===== src/rtl/muldiv_unit.sv =====
// muldiv_unit: RV32M multiply/divide; MULDIV_PAIR_CACHE_EN adds a last-divide result cache.
module muldiv_unit #(
  parameter int XLEN       = 32,
  parameter int MUL_STAGES = 2,
  parameter int CNT_W      = 6
) (
  input  logic            CLK,
  input  logic            nrst,
  input  logic            start,
  input  logic [2:0]      op,
  input  logic [XLEN-1:0] op_a,
  input  logic [XLEN-1:0] op_b,
  input  logic            flush,
  output logic            busy,
  output logic            done,
  output logic [XLEN-1:0] res
);
  typedef enum logic [1:0] {IDLE, MUL, DIV, SPEC} state_t;
  state_t state;
  logic [1:0] op_r, mop;
  logic [XLEN-1:0] a_r, b_r, q, r, mul_a, mul_b, mul_res, a_abs, b_abs;
  logic [XLEN-1:0] spec_res, q_fix, r_fix, div_res, hit_res;
  logic [XLEN:0] ma, mb, rs, diff;
  logic [2*XLEN-1:0] prod;
  logic [CNT_W-1:0] cnt;
  logic neg_q, neg_r, sgn, a_neg, b_neg, div0, ovf, hit;
  assign busy = state != IDLE;
  // A single-stage multiplier completes in the accept cycle, so it reads the live inputs
  assign mop = busy ? op_r : op[1:0];
  assign mul_a = busy ? a_r : op_a;
  assign mul_b = busy ? b_r : op_b;
  assign ma = {(mop == 2'd1 || mop == 2'd2) && mul_a[XLEN-1], mul_a};
  assign mb = {mop == 2'd1 && mul_b[XLEN-1], mul_b};
  assign prod = {{(XLEN-1){ma[XLEN]}}, ma} * {{(XLEN-1){mb[XLEN]}}, mb};
  assign mul_res = mop == 2'd0 ? prod[XLEN-1:0] : prod[2*XLEN-1:XLEN];
  assign sgn = !op[0];
  assign a_neg = sgn && op_a[XLEN-1];
  assign b_neg = sgn && op_b[XLEN-1];
  assign a_abs = a_neg ? -op_a : op_a;
  assign b_abs = b_neg ? -op_b : op_b;
  assign div0 = op_b == '0;
  assign ovf = sgn && op_a == {1'b1, {(XLEN-1){1'b0}}} && op_b == '1;
  assign spec_res = op[1] ? (div0 ? op_a : '0) : (div0 ? '1 : op_a);
  // Restoring step: shift the next dividend bit into the partial remainder
  assign rs = {r, q[XLEN-1]};
  assign diff = rs - {1'b0, b_r};
  assign q_fix = neg_q ? -q : q;
  assign r_fix = neg_r ? -r : r;
  assign div_res = op_r[1] ? r_fix : q_fix;
`ifdef MULDIV_PAIR_CACHE_EN
  logic c_valid, c_sgn;
  logic [XLEN-1:0] c_a, c_b, c_q, c_r;
  assign hit = c_valid && c_a == op_a && c_b == op_b && c_sgn == sgn;
  assign hit_res = op[1] ? c_r : c_q;
`else
  assign hit = 1'b0;
  assign hit_res = '0;
`endif
  always_ff @(posedge CLK) begin
    if (!nrst) begin
      state <= IDLE;
      done <= 1'b0;
      res <= '0;
      cnt <= '0;
`ifdef MULDIV_PAIR_CACHE_EN
      c_valid <= 1'b0;
`endif
    end else begin
      done <= 1'b0;
      if (flush) begin
        state <= IDLE;
`ifdef MULDIV_PAIR_CACHE_EN
        c_valid <= 1'b0;
`endif
      end else begin
        case (state)
          IDLE: if (start) begin
            op_r <= op[1:0];
            a_r <= op_a;
            b_r <= op_b;
            cnt <= '0;
            if (!op[2]) begin
              if (MUL_STAGES == 1) begin
                done <= 1'b1;
                res <= mul_res;
              end else begin
                state <= MUL;
                cnt <= CNT_W'(1);
              end
            end else if (div0 || ovf) begin
              state <= SPEC;
              q <= spec_res;
            end else if (hit) begin
              done <= 1'b1;
              res <= hit_res;
            end else begin
              state <= DIV;
              q <= a_abs;
              r <= '0;
              b_r <= b_abs;
              neg_q <= a_neg ^ b_neg;
              neg_r <= a_neg;
`ifdef MULDIV_PAIR_CACHE_EN
              c_valid <= 1'b0;
              c_a <= op_a;
              c_b <= op_b;
              c_sgn <= sgn;
`endif
            end
          end
          MUL: if (cnt == CNT_W'(MUL_STAGES - 1)) begin
            state <= IDLE;
            done <= 1'b1;
            res <= mul_res;
          end else begin
            cnt <= cnt + 1'b1;
          end
          SPEC: begin
            state <= IDLE;
            done <= 1'b1;
            res <= q;
`ifdef MULDIV_PAIR_CACHE_EN
            c_valid <= 1'b0;
`endif
          end
          DIV: if (cnt == CNT_W'(XLEN)) begin
            state <= IDLE;
            done <= 1'b1;
            res <= div_res;
`ifdef MULDIV_PAIR_CACHE_EN
            c_valid <= 1'b1;
            c_q <= q_fix;
            c_r <= r_fix;
`endif
          end else begin
            cnt <= cnt + 1'b1;
            r <= diff[XLEN] ? rs[XLEN-1:0] : diff[XLEN-1:0];
            q <= {q[XLEN-2:0], !diff[XLEN]};
          end
          default: state <= IDLE;
        endcase
      end
    end
  end
endmodule


===== config.mk =====
export PLATFORM = sky130hd
export DESIGN_NAME = muldiv_unit
export DESIGN_NICKNAME = d
export VERILOG_FILES = /design/src/rtl/muldiv_unit.sv
export SDC_FILE = /design/constraint.sdc
export NUM_CORES = 2
export LEC_CHECK = 0
export ABC_AREA = 1
export ABC_CLOCK_PERIOD_IN_PS = 9700
export CORE_UTILIZATION = 30
export CTS_CLUSTER_DIAMETER = 50
export DETAILED_ROUTE_END_ITERATION = 8
export GPL_TIMING_DRIVEN = 0
export PLACE_DENSITY = 0.44
export SLEW_MARGIN = 25
export SYNTH_ARGS = -nofsm -noshare
export SYNTH_HDL_FRONTEND = slang
export SYNTH_SLANG_ARGS = --single-unit
export TNS_END_PERCENT = 10

===== constraint.sdc =====
create_clock -name CLK -period 9.7 [get_ports CLK]
set_clock_uncertainty 0.15 [all_clocks]
set_input_delay 1.94 -clock CLK [delete_from_list [all_inputs] [get_ports CLK]]
set_output_delay 1.94 -clock CLK [all_outputs]
set_load 0.005 [all_outputs]

# [Word-level counts from Yosys, hierarchy flattened]
# Cells that the tools add are included.
[word_totals] out_inout_bits=34 elab_cells=105 input_bits=71 ff_bits=173
[classes] n_bitwise=5 n_mul=1 n_addsub=6 n_reduce_logical=24 n_eq_ne=16 n_mux=42
[op_table] op="2-to-1 mux 32 bit" n=24
[op_table] op="negation 32 bit" n=4
[op_table] op="case mux 32 bit (2 select lines)" n=2
[op_table] op="case mux 32 bit (3 select lines)" n=1
[op_table] op="== test 32 bit (second input constant)" n=2
[op_table] op="multiplier 33 x 33 -> 64 bit" n=1
[op_table] op="subtractor 33 x 32 -> 33 bit" n=1
[op_table] op="logical NOT 32 bit" n=1
[op_table] op="2-to-1 mux 6 bit" n=3
[op_table] op="case mux 6 bit (3 select lines)" n=1
[op_table] op="inequality test 2 bit (second input constant)" n=7
[op_table] op="AND reduction 6 bit" n=2
[op_table] op="2-to-1 mux 2 bit" n=5
[op_table] op="case mux 2 bit (4 select lines)" n=1
[op_table] op="AND reduction 4 bit" n=2
[op_table] op="AND reduction 7 bit" n=1
[op_table] op="adder 6 x 1 -> 6 bit (second input constant)" n=1
[op_table] op="== test 2 bit (second input constant)" n=3
[op_table] op="== test 6 x 1 -> 1 bit (second input constant)" n=1
[op_table] op="== test 6 bit (second input constant)" n=1
[op_table] op="logical AND 1 bit" n=6
[op_table] op="AND reduction 5 bit" n=1
[op_table] op="== test 2 x 1 -> 1 bit (second input constant)" n=2
[op_table] op="logical NOT 2 bit" n=2
[op_table] op="other kinds (10)" n=19

# [Logic depth before layout (Yosys ltp)]
[logic_depth] ltp_word=9 ltp_mapped=44 mapped_depth_nobuf=39

# [Least setup slack after synthesis]
# No wires, ideal clock.
[synth_path] kind="input port to flip-flop" start="in op[1]" end="reg res[30]" cell_stages=34 setup_slack_ps=-262 required_time_ps=9480 path_buffers=2 setup_ps=70 arrival_time_ps=9742 cell_sequence="inv_1 clkbuf_1 nand2_1 o21ai_0 ha_1 inv_1 nand2_1 clkbuf_1 nor2_1 fa_1 inv_1 fa_1 inv_1 fa_1 inv_1 fa_1 fa_1 inv_1 fa_1 inv_1 fa_1 fa_1 inv_1 ha_1 inv_1 nor3_1 nand2_1 nor4_1 nand2_1 nand3_1 nand3_1 nand2_1 nand2_1 a21oi_1"
[synth_between] elab_chain_len=8 word_cells_on_any_way=11 cone_classes="1 x mul; 2 x eq/ne; 4 x mux; 4 x reduce/logical"
[synth_rtl] element="from (decl)" line_no="10" text="input logic [2:0] op,"
[synth_rtl] element="2-to-1 mux 2 bit (*)" line_no="29" text="assign mop = busy ? op_r : op[1:0];"
[synth_rtl] element="== test 2 x 1 -> 1 bit / == test 2 bit (equally long branches)" line_no="32, 33"
[synth_rtl] element="logical OR 1 bit" line_no="32" text="assign ma = {(mop == 2'd1 || mop == 2'd2) && mul_a[XLEN-1], mul_a};"
[synth_rtl] element="logical AND 1 bit" line_no="32"
[synth_rtl] element="multiplier 33 x 33 -> 64 bit" line_no="34" text="assign prod = {{(XLEN-1){ma[XLEN]}}, ma} * {{(XLEN-1){mb[XLEN]}}, mb};"
[synth_rtl] element="2-to-1 mux 32 bit (*)" line_no="35" text="assign mul_res = mop == 2'd0 ? prod[XLEN-1:0] : prod[2*XLEN-1:XLEN];"
[synth_rtl] element="2-to-1 mux 32 bit (*)" line_no="111" text="MUL: if (cnt == CNT_W'(MUL_STAGES - 1)) begin"
[synth_rtl] element="case mux 32 bit (3 select lines) (*)" line_no="76" text="case (state)"
[synth_rtl] element="to (signal assigned)" line_no="85" text="res <= mul_res;"
[synth_rtl] element="to (signal assigned)" line_no="114" text="res <= mul_res;"
[synth_rtl] element="to (signal assigned)" line_no="121" text="res <= q;"
[synth_rtl] element="to (decl)" line_no="16" text="output logic [XLEN-1:0] res"
# Every way passes the cells marked *; elsewhere a longest branch is shown, timed or not. The select of a mux whose other input is x is not followed.
# A chain may end at the register's enable or synchronous reset.

# [Worst setup path after layout]
[layout_path] start="in op[0]" end="reg res[30]"
# The elaborated chain is that of the path after synthesis.

==> results.toml <==
[finish]
stdcell_count = 9563
area_growth_pct = 16.4
drive_gt1_share_pct = 11.5
finalInstanceArea_sq_um = 62200
layout_commonest_cell = "inv_1"
nNetsFinal = 8658
fillers = 19160
final_cell_mix = "1576 x inv_1, 1573 x nand2_1, 1094 x fa_1, 615 x nor2_1, 220 x ha_1"

[drt]
finalWirelength_um = 260000
drc_errors = 0
ant_nets = 0
drt-pass1-iter-count = 5
viasPerCell = 5.05
drtIter0Drc = 3905
wl_per_cell_um = 27.2
vias = 48272

[synthesis]
synth.top_cell.area_share_pct = 42.2
synth_nets = 8408
synth_area_leaders = "fa_1 42%, inv_1 11%, nand2_1 11%, edfxtp_1 7.4%, ha_1 6.1%"
yosys_warnings = 0
synth-async-reset-ratio_pct = 0
syn_avg_cell_area_sq_um = 7.68
ys_seq_elements = 173
syn-instance-count = 6952
netlist_area_sq_um = 53400
ys_types = 58
synth_top_cell_by_area = "fa_1"
synthFlopType = "edfxtp_1"
seq_area_frac_synth_pct = 8.96
synth-edff-count = 132

[timing]
fin_ws_ns = -0.209
slew_violations = 0
rsz0062_at_grt = "true"
post-route-period-util_pct = 102
period_minus_slack_ns = 9.91
setup_viol = 30
clock.fmax_ghz = 0.101
whs_ns = 0.367
hold_violations = 0
tightest_slew_ns = 1.01
max_slew_margin_pct = 32.9

[clock_tree]
cts-root-buf = "clkbuf_16"
cts_htree_levels = 4
clock_latency_ns = 0.49
cts_hold_buf = 0
clockBufferDepth = 2
cts_tree = "yes"
cts_sinks = 173
numCtsBuffers = 17
cts.clk_slew.worst_paths_ns = 0.07

[die]
boundaryPins = 105
coreArea_sq_um = 176000
rows = 154
fp.dieH_um = 424
die-width_um = 424
initial_core_util_pct = 30.3
dieArea_sq_um = 180000

[setup_path]
cp.required_ns = 9.96
cp-end-kind = "flop"
cpPeakStageDelay_ns = 0.78
cp_top_family = "adder cells"
critPathLaunch = "op[0]"
cp-start-kind = "input pin"
arrival_ns = 10.17
cp_num_buf_inv = 10
r2r_setup_slack_ns = -0.06
cpMostUsedCell = "fa_1"
worstSetupPathType = "input pin to flop"
r2r_start = "state[0]"
r2r-end = "res[30]"
cp_slowest_cell = "fa_2"
reg2reg_depth = 38
path_max_fanout = 7

[placed_design]
place_congestion = 1.01
post_dp_cell_area_sq_um = 58400
post-place-ws_ns = -4.04
dp.final_hpwl_um = 223000
place_inst = 9441
portBuffers = 104

[global_route]
antenna_found_initial = 8
met1_usage_pct = 38.6
globalRouteTotalUtil_pct = 29.1
grt_pass1_vias = 50186
gr-total-overflow = 0
grt_pass1_wl_um = 370000
met2_usage_pct = 47.9
grt_max_degree = 25
busiest_layer = "met2"
grt_use_met3_pct = 3.87

[run_status]
status = "finished with violations"
violations = "setup timing"

[min_path]
worst_hold_startpoint = "state[0]"
hold_depth = 2
whs_endpoint = "state[0]"
hold_path.class = "flop to flop"

[job]
maxCapViolCount = 0
## what timing repair did
action,CTS,global route
cloned,2,1
setup endpoints to repair,32,32
pin swaps,93,40
buffers inserted,60,23
resized for setup,731,176
## worst max-delay path by stage
stage              end  slack (ns)  cells past startpoint
6_report       res[30]       -0.21                     34
5_1_grt        res[31]       -0.42                     33
4_1_cts        res[22]       -0.24                     32
3_5_place_dp   res[10]       -4.04                     35
3_3_place_gp   res[19]       -4.19                     29
2_1_floorplan  res[30]        0.01                     34
## flip-flops by register name, indices dropped and copies added (netlist names), 2 cells and up
signal	count
a_r	32
b_r	32
q	32
r	32
res	32
cnt	6
op_r	2
state	2
## logic make-up (layout without fill, tap and decap cells)
logic type | after synthesis | count (layout) | share of synthesized area (%)
AO/OA/AOI/OAI | 656 | 656 | 6.66
adder cells (fa/ha/maj) | 1417 | 1417 | 48.9
other | 0 | 8 | 0
AND/OR/NAND/NOR | 2696 | 2697 | 20.3
flip-flops | 173 | 173 | 8.96
buffers and inverters | 1914 | 2176 | 13.6
XOR/XNOR | 96 | 96 | 1.57
## final cells by class
class / count / area, sq um / share of cell area (%)
sequential: 173 / 4780 / 7.70
timing repair inverter: 1 / 5.00 / 0.00805
clock buffer: 18 / 429 / 0.690
buffer: 254 / 1560 / 2.51
clock inverter: 14 / 136 / 0.219
antenna: 8 / 20.0 / 0.0322
inverter: 1656 / 6310 / 10.2
timing repair buffer: 233 / 2590 / 4.16
tap: 2340 / 2930 / 4.71
multi-input combinational: 4866 / 43400 / 69.8
## through the flow
stage	TNS [ns]	util, %
after global routing	-8.79	35.2
after CTS	-3.35	34.9
after floorplan	0	-
final	-3.12	35.2
after global placement	-169.82	32.5
after detailed placement	-110.25	33.1
## worst min-delay path: stages (launching register included)
cell	delay (ns)
dfxtp_1	0.34
nand2_1	0.07
a21oi_1	0.05
## Yosys cell counts, types with 18 or more instances
master,number
a21oi_1,241
a31oi_1,18
buf_1,18
buf_2,40
clkbuf_1,197
dfxtp_1,41
edfxtp_1,132
fa_1,1126
ha_1,259
inv_1,1622
maj3_1,22
nand2_1,1608
nand3_1,229
nand4_1,45
nor2_1,691
nor3_1,52
nor4_1,23
o211ai_1,25
o21ai_0,256
o21ai_1,50
xor2_1,80
## per-layer routing
metal / part of all wire [%] / wire (um) / vias to the layer above
met2: 46 / 120000 / 1721
met5: 0.016 / 42 / -
met3: 6.4 / 16600 / 327
li1: - / - / 21201
met1: 42 / 110000 / 25017
met4: 4.8 / 12400 / 6
Power is not shown: default switching activity piles up to over one toggle a cycle in this logic, so the estimate is an artifact.
